## src/rtl/alu_op_sequencer_pkg.sv

```systemverilog
// Shared constants, state encoding and micro-op payload for the ALU op sequencer.
// Optional performance counters are enabled with `define ALU_SEQ_PERF_EN.
package alu_op_sequencer_pkg;

   localparam int unsigned LOG2_NR   = 3;
   localparam int unsigned OP_BITS   = 3;
   localparam int unsigned PASS_BITS = 3;
   localparam int unsigned NSHIFT    = 2;
   localparam int unsigned REG_BITS  = 8;
   localparam int unsigned PERF_BITS = 16;

   // ALU cycles per pass: one register (single) or a register pair
   localparam int unsigned CYCLES_SINGLE = REG_BITS / NSHIFT;
   localparam int unsigned CYCLES_PAIR   = (2 * REG_BITS) / NSHIFT;

   typedef enum logic [1:0] {
      ST_IDLE = 2'd0,
      ST_RUN  = 2'd1,
      ST_DONE = 2'd2
   } seq_state_e;

   localparam logic [OP_BITS-1:0] OP_ADD = OP_BITS'(0);
   localparam logic [OP_BITS-1:0] OP_ADC = OP_BITS'(1);
   localparam logic [OP_BITS-1:0] OP_SUB = OP_BITS'(2);
   localparam logic [OP_BITS-1:0] OP_SBC = OP_BITS'(3);
   localparam logic [OP_BITS-1:0] OP_AND = OP_BITS'(4);
   localparam logic [OP_BITS-1:0] OP_XOR = OP_BITS'(5);
   localparam logic [OP_BITS-1:0] OP_OR  = OP_BITS'(6);
   localparam logic [OP_BITS-1:0] OP_SHR = OP_BITS'(7);

   typedef struct packed {
      logic [OP_BITS-1:0] op;
      logic [LOG2_NR-1:0] reg1;
      logic [LOG2_NR-1:0] reg2;
      logic               pair;
      logic               ext2;
      logic               update_reg1;
      logic               update_flags;
   } uop_t;

   function automatic int unsigned pass_cycles(input logic pair);
      return pair ? CYCLES_PAIR : CYCLES_SINGLE;
   endfunction

endpackage

```

## src/rtl/alu_op_sequencer_if.sv

```systemverilog
// Decoder/ALU-facing signal bundle of the ALU op sequencer.
interface alu_op_sequencer_if;
   import alu_op_sequencer_pkg::*;

   logic                 req_valid;
   logic                 req_ready;
   logic [OP_BITS-1:0]   req_op;
   logic [LOG2_NR-1:0]   req_reg1;
   logic [LOG2_NR-1:0]   req_reg2;
   logic                 req_pair;
   logic                 req_ext2;
   logic                 req_update_reg1;
   logic                 req_update_flags;
   logic [PASS_BITS-1:0] req_passes;
   logic                 ext_valid;
   logic                 ext_ready;
   logic                 alu_op_done;
   logic                 alu_regfile_en;
   logic                 alu_advance;
   logic [OP_BITS-1:0]   alu_operation;
   logic [LOG2_NR-1:0]   alu_reg1;
   logic [LOG2_NR-1:0]   alu_reg2;
   logic                 alu_pair_op;
   logic                 alu_external_arg2;
   logic                 alu_update_reg1;
   logic                 alu_update_carry_flags;
   logic                 alu_update_other_flags;
   logic                 busy;
   logic                 done;

   modport master (
      output req_valid, req_op, req_reg1, req_reg2, req_pair, req_ext2,
             req_update_reg1, req_update_flags, req_passes, ext_valid, alu_op_done,
      input  req_ready, ext_ready, alu_regfile_en, alu_advance, alu_operation,
             alu_reg1, alu_reg2, alu_pair_op, alu_external_arg2, alu_update_reg1,
             alu_update_carry_flags, alu_update_other_flags, busy, done
   );

   modport slave (
      input  req_valid, req_op, req_reg1, req_reg2, req_pair, req_ext2,
             req_update_reg1, req_update_flags, req_passes, ext_valid, alu_op_done,
      output req_ready, ext_ready, alu_regfile_en, alu_advance, alu_operation,
             alu_reg1, alu_reg2, alu_pair_op, alu_external_arg2, alu_update_reg1,
             alu_update_carry_flags, alu_update_other_flags, busy, done
   );

endinterface

```

## src/rtl/alu_seq_perf_counters.sv

```systemverilog
// Saturating counters of completed micro-ops and RUN stall cycles.
module alu_seq_perf_counters
   import alu_op_sequencer_pkg::*;
(
   input  logic                 clk,
   input  logic                 reset,
   input  logic                 inc_ops,
   input  logic                 inc_stalls,
   output logic [PERF_BITS-1:0] perf_ops,
   output logic [PERF_BITS-1:0] perf_stalls
);

   always_ff @(posedge clk) begin
      if (reset) begin
         perf_ops    <= '0;
         perf_stalls <= '0;
      end else begin
         if (inc_ops && (perf_ops != '1))
            perf_ops <= perf_ops + PERF_BITS'(1);
         if (inc_stalls && (perf_stalls != '1))
            perf_stalls <= perf_stalls + PERF_BITS'(1);
      end
   end

endmodule

```

## src/rtl/alu_op_sequencer.sv

```systemverilog
// Sequences the bit-serial ALU for one latched micro-op, with stalls and repeat passes.
// `define ALU_SEQ_PERF_EN adds perf_ops/perf_stalls saturating counters.
module alu_op_sequencer
   import alu_op_sequencer_pkg::*;
(
   input  logic                 clk,
   input  logic                 reset,
   alu_op_sequencer_if.slave    bus
`ifdef ALU_SEQ_PERF_EN
   ,
   output logic [PERF_BITS-1:0] perf_ops,
   output logic [PERF_BITS-1:0] perf_stalls
`endif
);

   seq_state_e           state_q, state_d;
   uop_t                 uop_q;
   logic [PASS_BITS-1:0] pass_q, pass_d;
   logic                 load_c;
   logic                 go_c;
   logic                 ready_c, busy_c, done_c, ext_ready_c, flags_c;

   always_ff @(posedge clk) begin
      if (reset) begin
         state_q <= ST_IDLE;
         pass_q  <= '0;
      end else begin
         state_q <= state_d;
         pass_q  <= pass_d;
      end
   end

   // Micro-op fields stay frozen from acceptance until the next acceptance
   always_ff @(posedge clk) begin
      if (reset) begin
         uop_q <= '0;
      end else if (load_c) begin
         uop_q.op           <= bus.req_op;
         uop_q.reg1         <= bus.req_reg1;
         uop_q.reg2         <= bus.req_reg2;
         uop_q.pair         <= bus.req_pair;
         uop_q.ext2         <= bus.req_ext2;
         uop_q.update_reg1  <= bus.req_update_reg1;
         uop_q.update_flags <= bus.req_update_flags;
      end
   end

   always_comb begin
      state_d     = state_q;
      pass_d      = pass_q;
      load_c      = 1'b0;
      go_c        = 1'b0;
      ready_c     = 1'b0;
      busy_c      = 1'b0;
      done_c      = 1'b0;
      ext_ready_c = 1'b0;
      flags_c     = 1'b0;
      case (state_q)
         ST_IDLE: begin
            ready_c = 1'b1;
            if (bus.req_valid) begin
               load_c  = 1'b1;
               pass_d  = bus.req_passes;
               state_d = ST_RUN;
            end
         end
         ST_RUN: begin
            busy_c      = 1'b1;
            go_c        = !uop_q.ext2 || bus.ext_valid;
            ext_ready_c = go_c && uop_q.ext2;
            // Flags only follow the final pass of a repeated op
            flags_c     = uop_q.update_flags && (pass_q == '0);
            if (go_c && bus.alu_op_done) begin
               if (pass_q != '0)
                  pass_d = pass_q - PASS_BITS'(1);
               else
                  state_d = ST_DONE;
            end
         end
         ST_DONE: begin
            done_c  = 1'b1;
            state_d = ST_IDLE;
         end
         default: state_d = ST_IDLE;
      endcase
   end

   assign bus.req_ready              = ready_c;
   assign bus.busy                   = busy_c;
   assign bus.done                   = done_c;
   assign bus.alu_advance            = go_c;
   assign bus.alu_regfile_en         = go_c;
   assign bus.ext_ready              = ext_ready_c;
   assign bus.alu_update_carry_flags = flags_c;
   assign bus.alu_update_other_flags = flags_c;
   assign bus.alu_operation          = uop_q.op;
   assign bus.alu_reg1               = uop_q.reg1;
   assign bus.alu_reg2               = uop_q.reg2;
   assign bus.alu_pair_op            = uop_q.pair;
   assign bus.alu_external_arg2      = uop_q.ext2;
   assign bus.alu_update_reg1        = uop_q.update_reg1;

`ifdef ALU_SEQ_PERF_EN
   alu_seq_perf_counters u_perf (
      .clk         (clk),
      .reset       (reset),
      .inc_ops     (done_c),
      .inc_stalls  (busy_c && !go_c),
      .perf_ops    (perf_ops),
      .perf_stalls (perf_stalls)
   );
`endif

endmodule
```

## src/flat_wrapper.sv

```systemverilog
// flat-port wrapper written by rule: the top's interface ports become plain ports
module alu_op_sequencer_flat import alu_op_sequencer_pkg::*;
  (clk, reset, bus_req_valid, bus_req_op, bus_req_reg1, bus_req_reg2, bus_req_pair, bus_req_ext2, bus_req_update_reg1, bus_req_update_flags, bus_req_passes, bus_ext_valid, bus_alu_op_done, bus_req_ready, bus_ext_ready, bus_alu_regfile_en, bus_alu_advance, bus_alu_operation, bus_alu_reg1, bus_alu_reg2, bus_alu_pair_op, bus_alu_external_arg2, bus_alu_update_reg1, bus_alu_update_carry_flags, bus_alu_update_other_flags, bus_busy, bus_done);
  alu_op_sequencer_if bus_i ();
  input  logic clk;
  input  logic reset;
  input wire logic [$bits(bus_i.req_valid)-1:0] bus_req_valid;
  input wire logic [$bits(bus_i.req_op)-1:0] bus_req_op;
  input wire logic [$bits(bus_i.req_reg1)-1:0] bus_req_reg1;
  input wire logic [$bits(bus_i.req_reg2)-1:0] bus_req_reg2;
  input wire logic [$bits(bus_i.req_pair)-1:0] bus_req_pair;
  input wire logic [$bits(bus_i.req_ext2)-1:0] bus_req_ext2;
  input wire logic [$bits(bus_i.req_update_reg1)-1:0] bus_req_update_reg1;
  input wire logic [$bits(bus_i.req_update_flags)-1:0] bus_req_update_flags;
  input wire logic [$bits(bus_i.req_passes)-1:0] bus_req_passes;
  input wire logic [$bits(bus_i.ext_valid)-1:0] bus_ext_valid;
  input wire logic [$bits(bus_i.alu_op_done)-1:0] bus_alu_op_done;
  output wire logic [$bits(bus_i.req_ready)-1:0] bus_req_ready;
  output wire logic [$bits(bus_i.ext_ready)-1:0] bus_ext_ready;
  output wire logic [$bits(bus_i.alu_regfile_en)-1:0] bus_alu_regfile_en;
  output wire logic [$bits(bus_i.alu_advance)-1:0] bus_alu_advance;
  output wire logic [$bits(bus_i.alu_operation)-1:0] bus_alu_operation;
  output wire logic [$bits(bus_i.alu_reg1)-1:0] bus_alu_reg1;
  output wire logic [$bits(bus_i.alu_reg2)-1:0] bus_alu_reg2;
  output wire logic [$bits(bus_i.alu_pair_op)-1:0] bus_alu_pair_op;
  output wire logic [$bits(bus_i.alu_external_arg2)-1:0] bus_alu_external_arg2;
  output wire logic [$bits(bus_i.alu_update_reg1)-1:0] bus_alu_update_reg1;
  output wire logic [$bits(bus_i.alu_update_carry_flags)-1:0] bus_alu_update_carry_flags;
  output wire logic [$bits(bus_i.alu_update_other_flags)-1:0] bus_alu_update_other_flags;
  output wire logic [$bits(bus_i.busy)-1:0] bus_busy;
  output wire logic [$bits(bus_i.done)-1:0] bus_done;
  assign bus_i.req_valid = bus_req_valid;
  assign bus_i.req_op = bus_req_op;
  assign bus_i.req_reg1 = bus_req_reg1;
  assign bus_i.req_reg2 = bus_req_reg2;
  assign bus_i.req_pair = bus_req_pair;
  assign bus_i.req_ext2 = bus_req_ext2;
  assign bus_i.req_update_reg1 = bus_req_update_reg1;
  assign bus_i.req_update_flags = bus_req_update_flags;
  assign bus_i.req_passes = bus_req_passes;
  assign bus_i.ext_valid = bus_ext_valid;
  assign bus_i.alu_op_done = bus_alu_op_done;
  assign bus_req_ready = bus_i.req_ready;
  assign bus_ext_ready = bus_i.ext_ready;
  assign bus_alu_regfile_en = bus_i.alu_regfile_en;
  assign bus_alu_advance = bus_i.alu_advance;
  assign bus_alu_operation = bus_i.alu_operation;
  assign bus_alu_reg1 = bus_i.alu_reg1;
  assign bus_alu_reg2 = bus_i.alu_reg2;
  assign bus_alu_pair_op = bus_i.alu_pair_op;
  assign bus_alu_external_arg2 = bus_i.alu_external_arg2;
  assign bus_alu_update_reg1 = bus_i.alu_update_reg1;
  assign bus_alu_update_carry_flags = bus_i.alu_update_carry_flags;
  assign bus_alu_update_other_flags = bus_i.alu_update_other_flags;
  assign bus_busy = bus_i.busy;
  assign bus_done = bus_i.done;
  alu_op_sequencer u_core (.clk(clk), .reset(reset), .bus(bus_i));
endmodule
```

## config.mk

```make
export PLATFORM = sky130hd
export DESIGN_NAME = alu_op_sequencer_flat
export DESIGN_NICKNAME = d
export VERILOG_FILES = /design/src/rtl/alu_op_sequencer_pkg.sv /design/src/rtl/alu_op_sequencer_if.sv /design/src/rtl/alu_seq_perf_counters.sv /design/src/rtl/alu_op_sequencer.sv /design/src/flat_wrapper.sv
export SDC_FILE = /design/constraint.sdc
export NUM_CORES = 1
export LEC_CHECK = 0
export BUFFER_PORTS_ARGS = -buffer_cell sky130_fd_sc_hd__buf_2
export CAP_MARGIN = 20
export CORE_UTILIZATION = 40
export DETAILED_ROUTE_END_ITERATION = 10
export PLACE_DENSITY = 0.77
export SYNTH_ARGS = -nofsm -noshare
export SYNTH_HDL_FRONTEND = slang
export SYNTH_SLANG_ARGS = --single-unit
```

## constraint.sdc

```tcl
create_clock -name clk -period 1.8 [get_ports clk]
set_clock_uncertainty 0.1 [all_clocks]
set_input_delay 0.36 -clock clk [delete_from_list [all_inputs] [get_ports clk]]
set_output_delay 0.36 -clock clk [all_outputs]
set_load 0.01 [all_outputs]
```

======== Yosys cells after proc, flatten, opt, wreduce, memory -nomap -nowiden ========
Cells that the tools add are included.
word-level totals
  register bits ........................... 18
  word-level logic and storage cells ...... 43
cells by class
  add/subtract/negate cells ............... 1
  eq/ne operators ......................... 6
  mux-type cells .......................... 16
  reduce and logical (&&, ||, !) cells .... 11
operators by type and width
  kind                                              number
  two-way mux 3 bit                                 3
  two-way mux 1 bit                                 8
  two-way mux 2 bit                                 3
  one-hot mux 3 bit (2 select lines)                1
  != test 2 x 1 -> 1 bit, second input constant     2
  != test 2 bit, second input constant              2
  one-hot mux 2 bit (2 select lines)                1
  AND reduction 4 bit                               1
  logical AND 1 bit                                 3
  zero test 3 bit                                   1
  AND reduction 3 bit                               1
  nonzero test 3 bit                                1
  subtractor 3 x 1 -> 3 bit, second input constant  1
  == test 2 x 1 -> 1 bit, second input constant     1
  == test 2 bit, second input constant              1
  zero test 2 bit                                   1
  nonzero test 2 bit                                1
  zero test 1 bit                                   1
  logical OR 1 bit                                  1

======== Longest topological paths before layout ========
  word-level depth ........................ 5
  gate-level depth with buffers ........... 6
  depth with buffers taken out ............ 6

======== Worst setup path after synthesis ========
No wires, ideal clock.
  path kind ............................... register to register
  start ................................... register u_core.state_q[0]
  end ..................................... register u_core.pass_q[2]
  setup time .............................. 0.074 ns
  data arrival time ....................... 1.268 ns
  data required time ...................... 1.626 ns
  setup slack ............................. 0.358 ns
  stages on the path, launching flop included .. 5
  period minus slack after synthesis ...... 1.442 ns
  path through ............................ dfxtp_1 -> nor2b_4 -> nand3_1 -> or4_1 -> a31oi_1
between the ends
  longest elaborated chain between the ends .. 3
ends and longest elaborated chain
  what                                                             RTL line                RTL
  start, declared                                                  alu_op_sequencer.sv:16  seq_state_e state_q, state_d;
  start signal, assigned                                           alu_op_sequencer.sv:28  state_q <= state_d;
  == test 2 x 1 -> 1 bit or zero test 2 bit (tied branches)        alu_op_sequencer.sv:58  case (state_q)
  != test 2 x 1 -> 1 bit (no source line) (tied with other cells)  -
  AND reduction 4 bit (no source line)                             -
  end signal, assigned                                             alu_op_sequencer.sv:29  pass_q <= pass_d;
  end, declared                                                    alu_op_sequencer.sv:18  logic [PASS_BITS-1:0] pass_q, pass_d;
Parallel ways exist; a longest one is shown, timed or not.
A chain may end at the register's enable or synchronous reset.

======== Final worst setup path ========
  start ................................... register u_core.pass_q[0]
  end ..................................... output bus_alu_update_carry_flags
between the ends
  longest elaborated chain between the ends .. 3
ends and longest elaborated chain
  what               RTL line                RTL
  zero test 3 bit    alu_op_sequencer.sv:72  flags_c = uop_q.update_flags && (pass_q == '0);
  logical AND 1 bit  alu_op_sequencer.sv:72
  two-way mux 1 bit  alu_op_sequencer.sv:58
  end, declared      flat_wrapper.sv:28      output wire logic [$bits(bus_i.alu_update_carry_flags)-1:0] bus_alu_update_carry_flags;
No other way between the ends.

==> results_dict.tcl <==
set metrics [dict create \
    timing.setup.tns_ns 0 \
    route.antenna.remaining_nets 0 \
    synth_seq_area_share_pct 42.4 \
    syn-cell-area_um2 851 \
    worst-path-max-fanout 4 \
    timing.critical_path.to_type "output port" \
    clock_tree_from_tritoncts "built" \
    io_pins 41 \
    drt_first_pass_iters 4 \
    die_h_um 48.1 \
    clkSinkCount 18 \
    vias 807 \
    detailedPlacementHpwl_um 1320 \
    gr-total-overflow 0 \
    setup_repair_after_global_routing_missed_its_margin "false" \
    grtUsageTotal_pct 15.4 \
    core_footprint_um2 1980 \
    met3_length_um 57 \
    slew_headroom_pct 68.9 \
    finalNetCount 162 \
    yosys.area.top_type_share_pct 42.4 \
    antenna_cells 0 \
    cts_root_buffer "clkbuf_4" \
    htreeDepth 1 \
    synth.top_cells.by_area "dfxtp_1 42%, nand2_1 14%, buf_4 9.7%, a21oi_1 8.8%, ha_1 2.9%" \
    synthesized_area_per_cell_um2 7.88 \
    drt_first_iter_violations 15 \
    ys.flop_type "dfxtp_1" \
    clock_insertion_delay_worst_skew_ns 0.29 \
    grt_pass1_vias 658 \
    layout-drive-gt1-share_pct 34.8 \
    grt_pass1_wl_um 2510 \
    timing.critical_path.from_type "flip-flop" \
    multi_input_area_um2 379 \
    fp.dieArea_um2 2320 \
    area.sequential_um2 360 \
    cp_data_required_time_ns 1.34 \
    timing.final.crit_share_pct 94.2 \
    synth.distinct_cells 25 \
    slew_viol_final 0 \
    critical_path_arrival_ns 1.24 \
    number_of_gates_resized_after_cts 0 \
    ir_worst_vdd_v 0.000478 \
    routed_wl_um 1740 \
    total_leakage_power_nw 0.498 \
    io_buffer_count 40 \
    synth_largest_area_cell "dfxtp_1" \
    yosys.cell_count.top_type "nand2_1" \
    numCtsBuffers 3 \
    initial_core_util_pct 42.9 \
    max_slew.worst_pin.slew_ns 0.465 \
    cts-hold-fix-buffers 0 \
    timing.setup.critical_path_class "reg -> out" \
    route.detailed.drc 0 \
    pin_count_of_the_biggest_net_entering_global_routing 19 \
    initial_antenna_violation_count 0 \
    holdCritPathClass "in -> reg" \
    final.min_clock_period_ns 1.70 \
    drt-met1-wl_um 771 \
    postCtsSetupBuffers 0 \
    total_number_of_yosys_warnings 0 \
    utilization_pct 52.1 \
    floorplan.rows 16 \
    top_layer_used "met4" \
    net_count_synth 131 \
    cts_max_path_buffers 2 \
    die_w_um 48.1 \
    drt-vias-per-instance 4.89 \
    status "complete, no violations" \
    synth-seq-cells 18 \
    post_synth_inst_count 108 \
    fillCellCount 212 \
    area_delta_synth_final_pct 21.3 \
    routedWlPerCell_um 10.6 \
    power.density_cell_area_nw_per_um2 858 \
    finalHoldViolations 0 \
    synth_async_sr_flop_share_pct 0 \
    cap_violations 0 \
    max_freq_mhz 590 \
    finalSetupViolations 0 \
    met2_length_um 880 \
    clk_transition_reported_paths_ns 0.11 \
    synth-edff-count 0 \
    post_synth_most_frequent_cells "31 x nand2_1, 18 x dfxtp_1, 15 x a21oi_1, 11 x buf_4, 5 x nor2_1" \
    globalplace.congestion 0.775 \
]
final timing paths:
kind / to / slack, ns / cells after the start / startpoint
worst min-delay path: u_core.bus.alu_reg2[1] / 0.19 / 3 / bus_req_reg2[1]
worst max-delay path: bus_alu_update_carry_flags / 0.10 / 4 / u_core.pass_q[0]
worst max register to register: u_core.pass_q[0] / 0.24 / 6 / u_core.pass_q[0]
worst min register to register: u_core.bus.alu_reg1[0] / 0.36 / 2 / u_core.bus.alu_reg1[0]
where the power goes:
group / switching (mW) / internal (mW)
clock network: 0.129 / 0.123
logic: 0.107 / 0.0821
registers: 0.0154 / 0.428
total: 0.252 / 0.633
worst max-delay path, stage by stage (launching register included):
cell and delay [ns]:
dfxtp_1 0.32, inv_1 0.07, ha_1 0.22, and4b_1 0.20, buf_2 0.14
cell families (layout without fill, tap and decap cells):
| logic type | count (synthesis) | in the layout | share of synthesized area, % |
|---|---|---|---|
| adder cells (fa/ha/maj) | 2 | 2 | 2.94 |
| AND/OR/NAND/NOR | 49 | 49 | 27.2 |
| flip-flops | 18 | 18 | 42.4 |
| AO/OA/AOI/OAI | 21 | 21 | 14.4 |
| buffers and inverters | 18 | 48 | 13.1 |
through the flow:
stage | worst slack [ns] | std cells | hold WS (ns) | area (um2) | total power [mW]
after CTS | 0.0889 | 165 | 0.188 | 1030 | 0.892
after floorplan | 0.358 | 108 | 0.332 | 851 | 0.590
after global placement | 0.291 | 161 | 0.340 | 996 | 0.636
final | 0.104 | 165 | 0.186 | 1030 | 0.885
after detailed placement | 0.243 | 161 | 0.348 | 996 | 0.643
after global routing | 0.0178 | 165 | 0.183 | 1030 | 0.937
routing by layer:
metal | vias to the layer above | track usage, %
li1 | 408 | -
met2 | 25 | 26.5
met4 | 0 | 7.78
met1 | 368 | 18.7
met5 | - | 0
met3 | 6 | 2.22
cell type report:
| class | count | area share (%) |
|---|---|---|
| Sequential cell | 18 | 34.9 |
| Inverter | 2 | 0.727 |
| Tap cell | 27 | 3.27 |
| Clock buffer | 4 | 3.52 |
| Timing Repair Buffer | 42 | 20.8 |
| Multi-Input combinational cell | 72 | 36.7 |
flip-flops by register name, indices dropped and copies added (netlist names):
register,cells
u_core.bus.alu_reg2,3
u_core.bus.alu_reg1,3
u_core.state_q,2
u_core.bus.alu_update_reg1,1
u_core.pass_q,3
u_core.bus.alu_operation,3
u_core.bus.alu_pair_op,1
u_core.bus.alu_external_arg2,1
u_core.uop_q,1
layout by cell type (no fill, tap or decap):
cell / count
buf_2: 40
nand2_1: 31
dfxtp_1: 18
a21oi_1: 15
nor2_1: 5
clkbuf_4: 3
inv_1: 2
nor2b_1: 2
nand2b_1: 2
a211oi_1: 2
nand3_1: 2
ha_1: 2
buf_4: 2
nor2b_4: 1
and4b_1: 1
and3_1: 1
and2_1: 1
nor3b_2: 1
a41oi_1: 1
or4_1: 1
a31oi_1: 1
a2111oi_0: 1
a211o_1: 1
nor3_1: 1
clkbuf_8: 1
No activity file was read; power rests on OpenSTA's default activity.
